**src/rtl/rvco_pkg.sv**
```systemverilog
// Shared types and default parameters for the ring-VCO measurement sequencer.
package rvco_pkg;

  localparam int DEF_CNT_W      = 16;
  localparam int DEF_RST_CYC    = 16;
  localparam int DEF_SETTLE_CYC = 64;
  localparam int DEF_GATE_BASE  = 256;

  localparam logic [1:0] BSEL_RES0_LO = 2'd0;
  localparam logic [1:0] BSEL_RES0_HI = 2'd1;
  localparam logic [1:0] BSEL_RES1_LO = 2'd2;
  localparam logic [1:0] BSEL_RES1_HI = 2'd3;

  typedef enum logic [2:0] {
    IDLE,
    RST,
    SETTLE,
    GATE,
    LATCH,
    DONE
  } state_t;

endpackage

```
**src/rtl/rvco_edge_sync.sv**
```systemverilog
// Two-flop synchroniser followed by a rising-edge detector on the third flop.
module rvco_edge_sync (
  input  logic clk,
  input  logic rst_n,
  input  logic d_async,
  output logic rise_pulse
);

  logic [2:0] sh;

  always_ff @(posedge clk or negedge rst_n) begin
    if (!rst_n) sh <= 3'b000;
    else        sh <= {sh[1:0], d_async};
  end

  assign rise_pulse = sh[1] & ~sh[2];

endmodule

```
**src/rtl/rvco_meas_ctrl.sv**
```systemverilog
// Sequencer for the two ring VCOs: reset, settle, gated edge count, latch,
// with byte-wise readout of the per-oscillator results.
module rvco_meas_ctrl
  import rvco_pkg::*;
#(
  parameter int CNT_W      = DEF_CNT_W,
  parameter int RST_CYC    = DEF_RST_CYC,
  parameter int SETTLE_CYC = DEF_SETTLE_CYC,
  parameter int GATE_BASE  = DEF_GATE_BASE
) (
  input  logic       clk,
  input  logic       rst_n,
  input  logic       ena,
  input  logic       start,
  input  logic       cont,
  input  logic       alt,
  input  logic       osc_sel,
  input  logic [1:0] gate_sel,
  input  logic [1:0] osc_in,
  input  logic [1:0] byte_sel,
  output logic [1:0] osc_rst,
  output logic       busy,
  output logic       done,
  output logic       cur_osc,
  output logic [7:0] data_out
);

  state_t             state, next_state;
  logic [15:0]        cyc;
  logic [15:0]        gate_len;
  logic [CNT_W-1:0]   cnt;
  logic [CNT_W-1:0]   res0, res1;
  logic [1:0]         osc_rise;
  logic               start_rise;
  logic               sel_next;
  logic [15:0]        res0_w, res1_w;

  rvco_edge_sync u_sync_start (.clk(clk), .rst_n(rst_n), .d_async(start),     .rise_pulse(start_rise));
  rvco_edge_sync u_sync_osc0  (.clk(clk), .rst_n(rst_n), .d_async(osc_in[0]), .rise_pulse(osc_rise[0]));
  rvco_edge_sync u_sync_osc1  (.clk(clk), .rst_n(rst_n), .d_async(osc_in[1]), .rise_pulse(osc_rise[1]));

  assign sel_next = alt ? ~cur_osc : osc_sel;

  always_comb begin
    next_state = state;
    osc_rst    = 2'b11;
    busy       = 1'b0;
    done       = 1'b0;
    case (state)
      IDLE:   if (start_rise) next_state = RST;
      RST: begin
        busy = 1'b1;
        if (cyc == 16'(RST_CYC - 1)) next_state = SETTLE;
      end
      SETTLE: begin
        busy             = 1'b1;
        osc_rst[cur_osc] = 1'b0;
        if (cyc == 16'(SETTLE_CYC - 1)) next_state = GATE;
      end
      GATE: begin
        busy             = 1'b1;
        osc_rst[cur_osc] = 1'b0;
        if (cyc == gate_len - 16'd1) next_state = LATCH;
      end
      LATCH: begin
        busy             = 1'b1;
        osc_rst[cur_osc] = 1'b0;
        done             = ena;
        next_state       = DONE;
      end
      DONE: begin
        osc_rst[cur_osc] = 1'b0;
        if (cont || start_rise) next_state = RST;
      end
      default: next_state = IDLE;
    endcase
    if (!ena) next_state = IDLE;
  end

  // Phase timer restarts on every state change; the gate length is frozen on GATE entry.
  always_ff @(posedge clk or negedge rst_n) begin
    if (!rst_n) begin
      state    <= IDLE;
      cyc      <= 16'd0;
      gate_len <= 16'd0;
      cur_osc  <= 1'b0;
    end else begin
      state <= next_state;
      if (next_state != state) cyc <= 16'd0;
      else                     cyc <= cyc + 16'd1;
      if (next_state == GATE && state != GATE)
        gate_len <= 16'(GATE_BASE) << gate_sel;
      if ((state == IDLE || state == DONE) && next_state == RST)
        cur_osc <= sel_next;
    end
  end

  // Saturating edge counter; results only update on a LATCH that was not aborted.
  always_ff @(posedge clk or negedge rst_n) begin
    if (!rst_n) begin
      cnt  <= '0;
      res0 <= '0;
      res1 <= '0;
    end else begin
      if (state == SETTLE && next_state == GATE)
        cnt <= '0;
      else if (state == GATE && osc_rise[cur_osc] && cnt != '1)
        cnt <= cnt + CNT_W'(1);
      if (state == LATCH && ena) begin
        if (cur_osc) res1 <= cnt;
        else         res0 <= cnt;
      end
    end
  end

  assign res0_w = 16'(res0);
  assign res1_w = 16'(res1);

  always_comb begin
    data_out = 8'h00;
    case (byte_sel)
      BSEL_RES0_LO: data_out = res0_w[7:0];
      BSEL_RES0_HI: data_out = res0_w[15:8];
      BSEL_RES1_LO: data_out = res1_w[7:0];
      BSEL_RES1_HI: data_out = res1_w[15:8];
      default:      data_out = 8'h00;
    endcase
  end

endmodule
```
**config.mk**
```make
export PLATFORM = sky130hd
export DESIGN_NAME = rvco_meas_ctrl
export DESIGN_NICKNAME = d
export VERILOG_FILES = /design/src/rtl/rvco_pkg.sv /design/src/rtl/rvco_edge_sync.sv /design/src/rtl/rvco_meas_ctrl.sv
export SDC_FILE = /design/constraint.sdc
export NUM_CORES = 1
export LEC_CHECK = 0
export BUFFER_PORTS_ARGS = -buffer_cell sky130_fd_sc_hd__buf_2
export CORE_MARGIN = 1
export CORE_UTILIZATION = 50
export DETAILED_ROUTE_END_ITERATION = 12
export PLACE_DENSITY_LB_ADDON = 0.2
export SYNTH_ARGS = -nofsm -noshare
export SYNTH_HDL_FRONTEND = slang
export SYNTH_SLANG_ARGS = --single-unit
```
**constraint.sdc**
```tcl
create_clock -name clk -period 3.43 [get_ports clk]
set_clock_uncertainty 0.15 [all_clocks]
set_input_delay 0.686 -clock clk [delete_from_list [all_inputs] [get_ports clk]]
set_output_delay 0.686 -clock clk [all_outputs]
set_load 0.02 [all_outputs]
```
# --- Word-level counts from Yosys, hierarchy flattened ---
# Cells that the tools add are included.
# W data, S select, Z words.
op_classes:
  mux: 19
  addsub: 3
  order_cmp: 2
  bitwise: 8
  reduce_logical: 16
  shift: 1
  eq_ne: 16
ops:
  columns: ["cell", "count"]
  rows:
  - ["$mux W16", 3]
  - ["$add A16 B1 Y16 const B", 2]
  - ["$pmux W8 S4", 1]
  - ["$mux W3", 6]
  - ["$pmux W3 S6", 1]
  - ["$eq A16 B16 Y1", 1]
  - ["$eq A16 B4 Y1 const B", 1]
  - ["$eq A16 B6 Y1 const B", 1]
  - ["$ne A16 B16 Y1 const B", 1]
  - ["$shl A9 B2 Y16 const A", 1]
  - ["$sub A16 B1 Y16 const B", 1]
  - ["$eq A3 B2 Y1 const B", 3]
  - ["$reduce_or A4 Y1", 2]
  - ["$logic_and A1 B1 Y1", 7]
  - ["$eq A3 B1 Y1 const B", 2]
  - ["$eq A3 B3 Y1 const B", 2]
  - ["$mux W1", 6]
  - ["$eq A2 B2 Y1 const B", 2]
  - ["$not A1 Y1", 4]
  - ["$reduce_and A2 Y1", 2]
  - ["$and A1 B1 Y1", 3]
  - ["$logic_not A3 Y1", 1]
  - ["$ne A3 B2 Y1 const B", 1]
  - ["$ne A3 B3 Y1", 1]
  - ["9 further kinds", 10]
totals:
  elab_cells: 75
  input_bits: 13
  output_inout_bits: 13
  ff_bits: 93

# --- Longest topological paths before layout ---
# Gate-level depths: netlist of the first run.
logic_depth:
  depth_word: 9
  depth_mapped: 8

# --- Hierarchy ---
# From an unflattened synthesis of the first run, not the netlist that was laid out.
unflattened:
  cells_unflattened: 359
  area_unflattened_um2: 3996.3
modules_own_cells:
  columns: ["module", "cells_per_inst", "n_inst", "area_per_inst_um2"]
  rows:
  - ["rvco_meas_ctrl", 347, 1, 3729.8]
  - ["rvco_edge_sync", 4, 3, 88.8]

# --- Least setup slack after synthesis of the first run ---
# Ideal clock, no wire load.
synth_timing:
  kind: "input-to-output"
  startpoint: "input port byte_sel[0]"
  endpoint: "output port data_out[1]"
  path_buffers: 1
  arrival_ns: 1.719
  t_required_ns: 2.594
  setup_slack_ns: 0.875
  path_stages: 2
  cell_sequence: "clkbuf_1 > mux4_2"
synth_via:
  elab_chain_len: 2
  word_cells_on_any_way: 5
synth_rtl:
  columns: ["item", "line_no", "text"]
  rows:
  - ["start, declared", "rvco_meas_ctrl.sv:20", "input logic [1:0] byte_sel,"]
  - ["$eq A2 B2 Y1 (tied with other cells)", "rvco_meas_ctrl.sv:121", "case (byte_sel)"]
  - ["$pmux W8 S4 (*)", "rvco_meas_ctrl.sv:121", null]
  - ["end, declared", "rvco_meas_ctrl.sv:25", "output logic [7:0] data_out"]
# Mark *: on every way between the ends. The rest lies on a longest branch, timed or not.

# --- Worst setup path after layout of the first run ---
layout_timing:
  startpoint: "register state[2]"
  endpoint: "output port done"
layout_via:
  elab_chain_len: 2
layout_rtl:
  columns: ["item", "line_no", "text"]
  rows:
  - ["start, declared", "rvco_meas_ctrl.sv:28", "state_t state, next_state;"]
  - ["start signal, assigned", "rvco_meas_ctrl.sv:88", "state <= next_state;"]
  - ["$eq A3 B3 Y1", "rvco_meas_ctrl.sv:49", "case (state)"]
  - ["$mux W1", "rvco_meas_ctrl.sv:49", null]
  - ["end, declared", "rvco_meas_ctrl.sv:23", "output logic done,"]
# No other way between the ends.

==> results of run 1 <==
-- worst max-delay path, cell delays in order, from the launching register on --
cell and delay (ps):
dfrtp_1 600, inv_1 210, nor3_1 290, buf_2 220
-- final timing paths --
| check | start | endpoint | slack (ps) | cells past startpoint |
|---|---|---|---|---|
| hold reg to reg | u_sync_start.sh[0] | u_sync_start.sh[1] | 200 | 0 |
| max in group asynchronous | rst_n | res0[15] | 2120 | 1 |
| setup reg to reg | state[2] | res1[5] | 1100 | 4 |
| setup / recovery | state[2] | done | 910 | 3 |
| hold / removal | u_sync_start.sh[0] | u_sync_start.sh[1] | 200 | 0 |
| min in group asynchronous | rst_n | u_sync_osc1.sh[0] | 360 | 1 |
-- synthesized netlist by cell type, types with 4 or more instances --
| cell type | instances | area (µm²) |
|---|---|---|
| dfrtp_1 | 81 | 2027 |
| mux2_2 | 32 | 360.4 |
| nor2_1 | 27 | 101.4 |
| xnor2_1 | 26 | 227.7 |
| nor3_1 | 20 | 100.1 |
| nand2_1 | 16 | 60.06 |
| nand3_1 | 11 | 55.05 |
| inv_1 | 10 | 37.54 |
| nand4_1 | 10 | 62.56 |
| xor2_1 | 10 | 87.58 |
| and3_1 | 8 | 50.05 |
| buf_2 | 8 | 40.04 |
| mux4_2 | 8 | 180.2 |
| nor4_1 | 8 | 50.05 |
| o21ai_0 | 8 | 40.04 |
| clkbuf_1 | 7 | 26.28 |
| nor4b_1 | 7 | 61.31 |
| nor3b_1 | 6 | 45.04 |
| a21oi_1 | 5 | 25.02 |
| ha_1 | 4 | 50.05 |
-- per-layer routing --
layer  share of wire  GRT usage  vias up
li1                -          -     1328
met1            0.50     0.2887     1364
met2            0.46     0.3165       43
met3           0.027    0.03234        6
met4           0.012    0.07943        0
met5               0          0        -
-- registers in the layout, summed over array words and instances (netlist names) --
name             cells
res1                16
cnt                 16
state                3
u_sync_osc0.sh       3
cur_osc              1
cyc                 16
res0                16
gate_len             4
u_sync_start.sh      3
u_sync_osc1.sh       3
-- cell families after synthesis --
group | Yosys count | share of synthesized area
XOR/XNOR | 36 | 0.07811
buffers and inverters | 28 | 0.03224
AO/OA/AOI/OAI | 27 | 0.04464
flip-flops | 81 | 0.5022
multiplexers | 40 | 0.1339
adder cells (fa/ha/maj) | 4 | 0.01240
AND/OR/NAND/NOR | 135 | 0.1965
-- per-stage QoR --
step | hold slack [ps] | cell area (µm²) | total power, mW
after floorplan | 181.2 | 4036 | 1.116
after CTS | 204.5 | 4481 | 1.992
after detailed placement | 187.3 | 4245 | 1.174
after global routing | 211.7 | 4481 | 2.059
after global placement | 186.0 | 4245 | 1.168
final | 198.7 | 4481 | 1.976
-- final cells by class --
cell class                      instances  area, µm²
Clock buffer                           11      131.4
Sequential cell                        81       2027
Inverter                               10      37.54
Tap cell                              102      127.6
Multi-Input combinational cell        242       1888
Timing Repair Buffer                   30      165.2
Clock inverter                          5      103.9
Fill cell                             690       3287
-- report_power, final --
| group | switching, mW | internal, mW | leakage [nW] |
|---|---|---|---|
| combinational | 0.0704 | 0.0533 | 0.919 |
| clock | 0.338 | 0.485 | 0.118 |
| sequential | 0.0455 | 0.983 | 0.999 |
==> impl_metrics.tcl, run 1 <==
set metrics [dict create \
    routedWlPerCell_um 16.19 \
    dp_slack_ps 902.8 \
    crit_path_end_kind "output pin" \
    path_class "reg2out" \
    slew_headroom 0.3257 \
    clk_latency_ps 340 \
    synth-warning-count 0 \
    vias 2741 \
    cts_resized 0 \
    hold_buffers 0 \
    die_x_um 91.85 \
    cts_tree "yes" \
    hpwl_um 5313 \
    drc 0 \
    syn-num-nets 368 \
    synth-async-reset-ratio 1.000 \
    synthDistinctLibCells 50 \
    cts_buffers 9 \
    finalSetupViolCount 0 \
    power_density_nw_per_um2 440.9 \
    cp_data_required_time_ps 2590 \
    gr-total-overflow 0 \
    fmax_ghz 0.3975 \
    wirelength_um 7787 \
    path_clk_slew_ps 80 \
    diodes 0 \
    nets 391 \
    min-delay-path-class "reg2reg" \
    gr-usage-all-layers 0.2043 \
    drive_gt1_frac 0.2401 \
    synth_ff_type "dfrtp_1" \
    ir_drop_mv 0.2523 \
    slew_violations 0 \
    path_max_fanout 13 \
    routabilityCongestion 0.7997 \
    start_util 0.5197 \
    rows 32 \
    die_h_um 91.85 \
    coreArea_um2 7767 \
    grt_pass1_wl_um 13490 \
    min_period_over_period 0.7335 \
    synth-edff-count 0 \
    synthCells 351 \
    layout_common_cells "81 x dfrtp_1, 32 x mux2_2, 27 x nor2_1, 26 x xnor2_1, 24 x buf_2" \
    layout_setup_ws_ps 914.3 \
    drtIter0Drc 110 \
    seq_area_frac_synth 0.5022 \
    dp_cells 465 \
    setup_tns_ps 0 \
    mostFrequentLayoutCell "dfrtp_1" \
    finalHoldViolations 0 \
    worstMarginPinSlew_ps 1011 \
    rsz0062_at_grt "no" \
    root_buffer "clkbuf_8" \
    synth-seq-cells 81 \
    startpoint_type "register" \
    drt_pass1_iterations 6 \
    dieArea_um2 8436 \
    io_buffers 25 \
    synth.cell_area_um2 4036 \
    grt_max_degree 82 \
    outcome "finished clean" \
    vias_per_cell 5.699 \
    htreeDepth 3 \
    antenna_found_initial 0 \
    area_growth_pct 11.00 \
    synth_area_per_cell_um2 11.50 \
    maxCapViolCount 0 \
    period_needed_ps 2516 \
    grt_pass1_vias 2727 \
    cts_setup_buffers 0 \
    ios 26 \
    fin_cells 481 \
    clockBufferDepth 2 \
    antenna_left 0 \
    leakage_nw 2.036 \
    cts_num_sinks 81 \
    finalCoreUtilization 0.5768 \
    cp.arrival_ps 1680 \
]
(Power assumes the default switching activity.)
==> run 2: changes to the inputs <==
==> constraint.sdc (replaced) <==
create_clock -name clk -period 2.3 [get_ports clk]
set_clock_uncertainty 0.15 [all_clocks]
set_input_delay 0.46 -clock clk [delete_from_list [all_inputs] [get_ports clk]]
set_output_delay 0.46 -clock clk [all_outputs]
set_load 0.02 [all_outputs]
==> run 2 against run 1 <==
Compared with the run above: final area increased by 4.1%; worst setup slack got worse by 870 ps; first-iteration DRC count increased by 41%; utilization increased by 2.4 points; count of clock-buffer cells in the layout unchanged; largest cell class unchanged; sequential power increased by 49%.
==> impl_metrics.tcl, run 2 (synthesized netlist as in run 1, its figures left out) <==
set metrics [dict create \
    leakage_nw 2.138 \
    slew_violations 0 \
    vias 2819 \
    p_int_mw 2.308 \
    drt_pass1_iterations 4 \
    cp.arrival_ps 2340 \
    cp_data_required_time_ps 2380 \
    cts_tree "yes" \
    area_growth_pct 15.59 \
    crit_path_end_kind "register" \
    path_max_fanout 7 \
    cts_num_sinks 81 \
    nets 410 \
    pwr-share-seq 0.512 \
    gr-usage-all-layers 0.2082 \
    drtIter0Drc 155 \
    htreeDepth 3 \
    path_class "reg2reg" \
    layout_common_cells "81 x dfrtp_1, 32 x mux2_2, 27 x nor2_1, 26 x xnor2_1, 24 x buf_2" \
    drc 0 \
    multi_input_area_um2 1903 \
    die_x_um 91.85 \
    diodes 0 \
    cts_buffers 9 \
    final_area_um2 4666 \
    die_h_um 91.85 \
    slew_headroom 0.6628 \
    antenna_left 0 \
    fin_total_pwr_mw 2.988 \
    routedWlPerCell_um 16.12 \
    gr-total-overflow 0 \
    antenna_found_initial 0 \
    io_buffers 25 \
    swShare 0.2277 \
    maxCapViolCount 0 \
    ios 26 \
    min-delay-path-class "in2reg" \
    finalSetupViolCount 0 \
    n_fill_cell 663 \
    clockBufferDepth 2 \
    coreArea_um2 7767 \
    placed_area_um2 4390 \
    pwr-share-comb 0.069 \
    start_util 0.5197 \
    clk_latency_ps 350 \
    routabilityCongestion 0.8085 \
    clkPwrFrac 0.419 \
    rows 32 \
    startpoint_type "register" \
    root_buffer "clkbuf_8" \
    drive_gt1_frac 0.2839 \
    dieArea_um2 8436 \
    finalHoldViolations 0 \
    grt_pass1_wl_um 13750 \
    ir_drop_mv 0.2463 \
    vias_per_cell 5.638 \
    hold_ws_ps 58.69 \
    wirelength_um 8059 \
    min_period_over_period 0.9817 \
    grt_max_degree 40 \
    fmax_ghz 0.4429 \
    hpwl_um 5601 \
    worstMarginPinSlew_ps 505.7 \
    period_needed_ps 2258 \
    grt_pass1_vias 2830 \
    p_switching_mw 0.6803 \
    power_density_nw_per_um2 640.4 \
    mostFrequentLayoutCell "dfrtp_1" \
    outcome "finished clean" \
    path_clk_slew_ps 80 \
    ff_latch_area_um2 2027 \
]
[run 2: worst paths after layout]
kind                                    from  slack (ps)            endpoint  depth (start not counted)
setup / recovery                 gate_len[8]          40              cyc[9]                          8
hold / removal                         start          60  u_sync_start.sh[0]                          1
setup reg to reg                 gate_len[8]          40              cyc[9]                          8
hold reg to reg            u_sync_osc0.sh[0]         200   u_sync_osc0.sh[1]                          0
max in group asynchronous              rst_n         950             res1[7]                          3
min in group asynchronous              rst_n         460   u_sync_osc0.sh[2]                          2
[run 2: cell type report]
type                       instances  share of cell area
sequential                        81              0.4344
clock buffer                      11             0.03030
multi-input combinational        242              0.4079
tap                              102             0.02735
timing repair buffer              49             0.06999
clock inverter                     5             0.02199
inverter                          10            0.008045
[run 2: routing by layer]
metal  up-vias  global-route usage  wire length [µm]  part of all wire
li1       1351                   -                 -                 -
met1      1411              0.2957              3970              0.49
met2        47              0.3215              3753              0.47
met3        10             0.02985               205             0.025
met4         0             0.08594               130             0.016
met5         -                   0                 0                 0
[run 2: stage by stage]
step,std cells,TNS [ps],utilization,setup slack [ps]
2_1_floorplan,351,0,-,36.18
3_3_place_gp,482,0,0.5652,161.7
3_5_place_dp,482,0,0.5652,107.2
4_1_cts,499,0,0.5979,82.31
5_1_grt,500,-451.9,0.6007,-52.44
6_report,500,0,0.6007,42.19
[run 2: worst max-delay path: stages (launching register included)]
cell and delay (ps):
dfrtp_1 430, nor3_2 180, ha_1 260, xnor2_1 130
nor3_1 180, nand4_1 170, o31ai_2 350, buf_4 230
nor3_1 70
[run 2: timing repair]
action / in CTS / in global routing
setup endpoints to repair: 0 / 15
hold endpoints to repair: 37 / 0
setup buffers: 0 / 0
resized for setup: 0 / 5
hold buffers: 1 / 0
[run 2: power by group through the flow]
stage	logic, mW	registers [mW]	clock network [mW]
after floorplan	0.129	1.54	0
after global placement	0.199	1.56	0
after detailed placement	0.201	1.56	0
after CTS	0.205	1.53	1.28
after global routing	0.231	1.54	1.32
final	0.206	1.53	1.25
==> run 3: changes to the inputs <==
--- a/config.mk
+++ b/config.mk
@@ -8,8 +8,11 @@
 export BUFFER_PORTS_ARGS = -buffer_cell sky130_fd_sc_hd__buf_2
 export CORE_MARGIN = 1
 export CORE_UTILIZATION = 50
+export CTS_CLUSTER_SIZE = 12
 export DETAILED_ROUTE_END_ITERATION = 12
 export PLACE_DENSITY_LB_ADDON = 0.2
+export SETUP_SLACK_MARGIN = 0.05
+export SLEW_MARGIN = 20
 export SYNTH_ARGS = -nofsm -noshare
 export SYNTH_HDL_FRONTEND = slang
 export SYNTH_SLANG_ARGS = --single-unit
==> run 3 against run 2 <==
Compared with the run above: register-to-register slack improved by 70 ps; non-clock buffer count increased by 4; worst hold slack got worse by 7.5 ps; sequential share of layout area decreased by 0.17 points; clock power decreased by 26%; critical path depth unchanged; combinational power increased by 4%; final cell count increased by 0.80%; critical endpoint unchanged; first-iteration DRC count decreased by 17%; count of clock-buffer cells in the layout decreased by 1; total power decreased by 11%; die area unchanged.
==> impl_metrics.tcl, run 3 (synthesized netlist as in run 1, its figures left out) <==
set metrics [dict create \
    slew_headroom 0.6818 \
    root_buffer "clkbuf_8" \
    layout_common_cells "81 x dfrtp_1, 32 x mux2_2, 26 x xnor2_1, 25 x nor2_1" \
    maxCapViolCount 0 \
    dp_slack_ps 65.95 \
    vias_per_cell 5.718 \
    power_density_nw_per_um2 569.4 \
    period_needed_ps 2188 \
    hpwl_um 5777 \
    vias 2882 \
    worstMarginPinSlew_ps 472.9 \
    wirelength_um 8433 \
    cp_data_required_time_ps 2390 \
    dieArea_um2 8436 \
    clk_latency_ps 360 \
    grt_max_degree 42 \
    path_class "reg2reg" \
    grt_pass1_vias 2822 \
    crit_path_end_kind "register" \
    fmax_ghz 0.4570 \
    n_fill_cell 657 \
    path_max_fanout 7 \
    die_h_um 91.85 \
    setup_tns_ps 0 \
    rows 32 \
    finalHoldViolations 0 \
    diodes 0 \
    cts_tree "yes" \
    htreeDepth 3 \
    routedWlPerCell_um 16.73 \
    path_clk_slew_ps 80 \
    cts_buffers 9 \
    gr-usage-all-layers 0.2161 \
    grt_pass1_wl_um 14100 \
    drc 0 \
    io_buffers 25 \
    drt_pass1_iterations 4 \
    finalSetupViolCount 0 \
    startpoint_type "register" \
    worstRegToRegCells 8 \
    finalCoreUtilization 0.6031 \
    antenna_found_initial 0 \
    drive_gt1_frac 0.3109 \
    min-delay-path-class "in2reg" \
    gr-total-overflow 0 \
    nets 414 \
    slew_violations 0 \
    ios 26 \
    mostFrequentLayoutCell "dfrtp_1" \
    min_path_cells 1 \
    min_period_over_period 0.9514 \
    layout_setup_ws_ps 111.8 \
    area_growth_pct 16.06 \
    coreArea_um2 7767 \
    drtIter0Drc 128 \
    ir_drop_mv 0.3644 \
    die_x_um 91.85 \
    cp.arrival_ps 2280 \
    clockBufferDepth 2 \
    routabilityCongestion 0.7773 \
    leakage_nw 2.135 \
    antenna_left 0 \
    cts_num_sinks 81 \
    start_util 0.5197 \
    rsz0062_at_grt "yes" \
    outcome "finished clean" \
]
run 3: per-stage QoR:
step	total power, mW	cell area, µm²	std cells	hold slack [ps]
6_report	2.667	4684	504	51.17
5_1_grt	2.787	4684	504	35.32
4_1_cts	2.680	4598	501	39.58
3_5_place_dp	1.767	4410	484	190.2
3_3_place_gp	1.755	4410	484	183.9
2_1_floorplan	1.666	4046	351	14.41
run 3: per-layer routing:
layer  up-vias  part of all wire  global-route usage
li1       1357                 -                   -
met1      1472              0.49              0.3099
met2        42              0.47              0.3290
met3        11             0.028             0.03483
met4         0             0.016             0.08594
met5         -                 0                   0
run 3: final cells by class:
class	instances	area (µm²)	share of cell area
flip-flops and latches	81	2027	0.4327
multi-input cells	242	1948	0.4159
repair buffers	53	372.9	0.07959
clock buffers	10	127.6	0.02724
well taps	102	127.6	0.02724
clock inverters	6	43.79	0.009348
inverters	10	37.54	0.008013
run 3: repair_timing:
item	in CTS	in global routing
buffers inserted	0	2
pin swaps	0	8
hold buffers	1	0
resized for setup	1	17
hold endpoints to repair	21	0
gates cloned	0	1
setup endpoints to repair	3	26
run 3: worst max-delay path, stage by stage, from the launching register on:
cell and delay (ps):
dfrtp_1 420, nor3_2 200, ha_1 270, xnor2_1 130, nor3_1 170, nand4_1 210
o31ai_4 300, buf_6 180, nor3_1 60
run 3: final timing paths:
path	from	to	slack [ps]
setup / recovery	gate_len[8]	cyc[9]	110
hold / removal	osc_in[0]	u_sync_osc0.sh[0]	50
setup reg to reg	gate_len[8]	cyc[9]	110
hold reg to reg	u_sync_osc0.sh[0]	u_sync_osc0.sh[1]	210
max in group asynchronous	rst_n	cnt[14]	1060
min in group asynchronous	rst_n	cur_osc	380
run 3: power by group:
part,switching [mW],total (mW),internal [mW]
Sequential,0.0649,1.53,1.47
Clock,0.526,0.921,0.396
Combinational,0.117,0.214,0.0969
Total,0.708,2.67,1.96
